==> src/rtl/seg_src_arbiter.sv <==
// seg_src_arbiter
//   Chooses which of two requesters (A, B) owns the two-digit 7-segment
//   display. An accepted value is held on din0/din1 for DWELL clock cycles
//   before a new request can be accepted. When both requesters are valid
//   at once they are served in round-robin order.
//
// Ports
//   clk              system clock, rising-edge
//   rst              asynchronous reset, active low
//   a_valid/a_data   requester A offer; a_data[3:0] digit 0, [7:4] digit 1
//   a_ready          A accepted this cycle (combinational, IDLE only)
//   b_valid/b_data   requester B offer, same packing as A
//   b_ready          B accepted this cycle (combinational, IDLE only)
//   din0/din1        displayed digits
//   owner            source of displayed value: 00 none, 01 A, 10 B
//   busy             high while the dwell hold is running
module seg_src_arbiter #(
  parameter int unsigned DWELL = 16000
) (
  input  logic       clk,
  input  logic       rst,
  input  logic       a_valid,
  input  logic [7:0] a_data,
  output logic       a_ready,
  input  logic       b_valid,
  input  logic [7:0] b_data,
  output logic       b_ready,
  output logic [3:0] din0,
  output logic [3:0] din1,
  output logic [1:0] owner,
  output logic       busy
);

  typedef enum logic {
    IDLE = 1'b0,
    HOLD = 1'b1
  } state_t;

  localparam logic        LW_A     = 1'b0;
  localparam logic        LW_B     = 1'b1;
  localparam logic [23:0] DWELL_M1 = 24'(DWELL - 1);

  state_t      state_q, state_d;
  logic [23:0] cnt_q, cnt_d;
  logic [3:0]  din0_q, din0_d;
  logic [3:0]  din1_q, din1_d;
  logic [1:0]  owner_q, owner_d;
  logic        busy_q, busy_d;
  logic        last_q, last_d;

  logic a_grant;
  logic b_grant;

  // Grants exist only in IDLE and are forced low while reset is held, so
  // readies read 0 during reset regardless of the clock. On a tie the
  // requester that did not win last time is chosen.
  always_comb begin
    a_grant = 1'b0;
    b_grant = 1'b0;
    if (rst && (state_q == IDLE)) begin
      if (a_valid && b_valid) begin
        if (last_q == LW_B) begin
          a_grant = 1'b1;
        end else begin
          b_grant = 1'b1;
        end
      end else begin
        a_grant = a_valid;
        b_grant = b_valid;
      end
    end
  end

  assign a_ready = a_grant;
  assign b_ready = b_grant;

  // Next-state logic. A grant implies the matching valid, so a grant is
  // a transfer. The counter loads DWELL-1 and HOLD exits on the edge where
  // it reads zero, which gives exactly DWELL HOLD cycles.
  always_comb begin
    state_d = state_q;
    cnt_d   = cnt_q;
    din0_d  = din0_q;
    din1_d  = din1_q;
    owner_d = owner_q;
    busy_d  = busy_q;
    last_d  = last_q;
    case (state_q)
      IDLE: begin
        if (a_grant) begin
          din0_d  = a_data[3:0];
          din1_d  = a_data[7:4];
          owner_d = 2'b01;
          last_d  = LW_A;
          state_d = HOLD;
          cnt_d   = DWELL_M1;
          busy_d  = 1'b1;
        end else if (b_grant) begin
          din0_d  = b_data[3:0];
          din1_d  = b_data[7:4];
          owner_d = 2'b10;
          last_d  = LW_B;
          state_d = HOLD;
          cnt_d   = DWELL_M1;
          busy_d  = 1'b1;
        end
      end
      HOLD: begin
        if (cnt_q == 24'd0) begin
          state_d = IDLE;
          busy_d  = 1'b0;
        end else begin
          cnt_d = cnt_q - 24'd1;
        end
      end
      default: begin
        state_d = IDLE;
        busy_d  = 1'b0;
      end
    endcase
  end

  always_ff @(posedge clk or negedge rst) begin
    if (!rst) begin
      state_q <= IDLE;
      cnt_q   <= 24'd0;
      din0_q  <= 4'd0;
      din1_q  <= 4'd0;
      owner_q <= 2'b00;
      busy_q  <= 1'b0;
      last_q  <= LW_B;
    end else begin
      state_q <= state_d;
      cnt_q   <= cnt_d;
      din0_q  <= din0_d;
      din1_q  <= din1_d;
      owner_q <= owner_d;
      busy_q  <= busy_d;
      last_q  <= last_d;
    end
  end

  assign din0  = din0_q;
  assign din1  = din1_q;
  assign owner = owner_q;
  assign busy  = busy_q;

endmodule

==> config.mk <==
export PLATFORM = sky130hd
export DESIGN_NAME = seg_src_arbiter
export DESIGN_NICKNAME = d
export VERILOG_FILES = /design/src/rtl/seg_src_arbiter.sv
export SDC_FILE = /design/constraint.sdc
export NUM_CORES = 1
export LEC_CHECK = 0
export BUFFER_PORTS_ARGS = -buffer_cell sky130_fd_sc_hd__buf_2
export CAP_MARGIN = 20
export CORE_ASPECT_RATIO = 2
export CORE_MARGIN = 2
export CORE_UTILIZATION = 55
export DETAILED_ROUTE_END_ITERATION = 10
export PLACE_DENSITY = 0.76
export SLEW_MARGIN = 10
export SYNTH_ARGS = -nofsm -noshare
export SYNTH_HDL_FRONTEND = slang
export SYNTH_SLANG_ARGS = --single-unit
==> constraint.sdc <==
create_clock -name clk -period 2.85 [get_ports clk]
set_input_delay 0.57 -clock clk [delete_from_list [all_inputs] [get_ports clk]]
set_output_delay 0.57 -clock clk [all_outputs]
set_load 0.02 [all_outputs]
==> run metrics <==
layout net count=around 240; Reg clk slew, reported paths=70 ps; port bufs=32; Avg Inst Size Synth=10.5 um2; LEAKAGE=roughly 1 nW; TritonCTS clock tree=yes; setup_tns=0 ps; Synth Instances=182; H-tree levels=2; Seq cells post-synth=37; Sw Ratio=0.304; vias=1,634; Crit Path Category=reg2out; worst-case clock skew=5.86 ps; CTS Hold Buffers Added=0; global route overflow=0; antenna violations before repair=0; RePlAce Congestion=0.917; Die Area=0.00398 mm2; crit end category=primary output; post-CTS setup buffer count=0; Final ANT Viol Nets=0; Synth Net Count=204; most frequent cells in the layout=36 x dfrtp_1, 32 x buf_2, 15 x nand2_1; Final setup viols=0; Ys Warns=0; layout cells sized above 1=0.276; Hold Slack=310 ps; n_diodes=0; critical-path maximum fanout=11; root buffer cell=clkbuf_8; DRC violations left=0; final hold vios=0; crit start category=register; worst skew pair latency=roughly 300 ps; dominant cell type by area after synthesis=dfrtp_1; worst vdd ir=449 uV; Post-Layout Inst Area=0.00220 mm2; aggregate global-route resource usage=0.261; fmax=0.444 GHz; die width=45.6 um; Row Count=30; CTS Buf Count=5; pwr dens=536 mW/mm2; Area Growth Syn to Fin=15.6%; r2r setup slk=610 ps; Clock Power Share=0.308; largest net degree at the start of global routing=38; area share of the largest cell type after synthesis=0.473; # clock sinks=37; Placeable Area=0.00334 mm2; worst min path class=in2async; relative slew slack=0.490; first-pass GRT wire length=around 7300 um; Max-cap violations=0; Clock Tree Buf Depth=2; Tightest Pin Transition=757 ps; post-CTS sizing=0; Initial Util=0.570; RSZ-0062 raised after global routing=no; Die H=87.2 um; Power, Total=0.00118 W; Worst EP arrival=1680 ps; Synth area leaders=dfrtp_1 47%, a222oi_1 4.2%, nand2_1 3.0%; sequential area share after synthesis=0.487; combinational share of power=0.131; Psw=~0.00036 W; Int Pwr=0.000821 W; CP required=roughly 2300 ps; vias in the first global route=1,646; Yosys cell types=47; most common cell after layout, fill and taps aside=dfrtp_1; area of the mapped netlist=0.00190 mm2; DRT Pass-1 Iters=4; status=complete, no violations; hpwl dp=~3400 um; Reg power frac=0.561; Final Util=0.659; IO Pins=33; initial drt markers=47; routed len/inst=18.0 um; max-slew violation count=0; DP Area=0.00212 mm2; Via density=6.46; min Tclk post-route=2250 ps; final WL=4550 um; Tcrit/Tclk final=0.790
[sequential cells by signal (all words and copies together), names as in the netlist]
signal and cells:
din1 4, owner 2, busy 1, state_q 1, din0 4, last_q 1, cnt_q 24
[cell usage after synthesis, drive strengths merged]
library cell,n
xnor2,4
dfstp,1
inv,14
or4,6
mux2,1
clkbuf,5
and2,2
a222oi,8
buf,1
dfrtp,36
a31oi,3
o311ai,3
a21oi,8
nand4,2
o21bai,1
o21ai,6
nand4b,1
nand2b,2
or2,2
o31ai,5
or3,4
nand3,5
o41ai,3
nor3,5
nor4,5
nor2,10
o21a,1
ha,2
nor4b,1
nand2,16
nor2b,1
a211oi,5
mux2i,5
a21o,2
or4b,1
o211ai,4
or3b,1
[stage by stage]
stage / setup WS (ps) / std cells
after detailed placement: 629 / 245
after floorplan: 756 / 182
after CTS: 593 / 253
final: 598 / 253
after global routing: 470 / 253
after global placement: 713 / 245
[logic make-up after synthesis]
group,synth area share
adder cells (fa/ha/maj),0.0131
AO/OA/AOI/OAI,0.202
multiplexers,0.0342
XOR/XNOR,0.0184
AND/OR/NAND/NOR,0.204
flip-flops,0.487
buffers and inverters,0.0414
[per-layer routing]
metal  vias up  wire length [um]  GRT usage
met1       780              1570      0.243
li1        768                 -          -
met2        68              2490      0.472
met4         0               221      0.171
met3        18               261     0.0498
met5         -                 0          0
[power groups by stage]
stage	Clock [W]	Combinational, W	Sequential [W]
floorplan	0	0.0000909	0.000656
global route	0.000390	0.000171	0.000669
detailed placement	0	0.000156	0.000666
CTS	0.000375	0.000156	0.000658
finish	0.000363	0.000155	0.000661
global placement	0	0.000147	0.000660
[critical path, cell delays in order (launching register included)]
cell and delay, ps:
dfrtp_1 470, nor2b_1 270, nand2_1 110, a21oi_1 150, buf_4 200, buf_2 180
[final timing paths]
path                                            from                     to  depth (start not counted)
worst max-delay path               state_q$_DFF_PN0_                b_ready                          5
worst min-delay path                             rst  cnt_q[23]$_DFFE_PN0P_                          2
worst max register to register  cnt_q[0]$_DFFE_PN0P_   cnt_q[0]$_DFFE_PN0P_                          8
worst min register to register   din0[3]$_DFFE_PN0P_    din0[3]$_DFFE_PN0P_                          2
max in group asynchronous                        rst     last_q$_DFFE_PN1P_                          2
min in group clk                 din0[3]$_DFFE_PN0P_    din0[3]$_DFFE_PN0P_                          2
[final cells by class]
cell class / instances / area [um2]
Timing Repair Buffer: 37 / 198
Clock inverter: 3 / 17.5
Multi-Input combinational cell: 125 / 898
Tap cell: 32 / 40.0
Fill cell: 262 / 1140
Clock buffer: 5 / 68.8
Inverter: 14 / 52.6
Sequential cell: 37 / 927
Power figures use the tool's default switching activity.
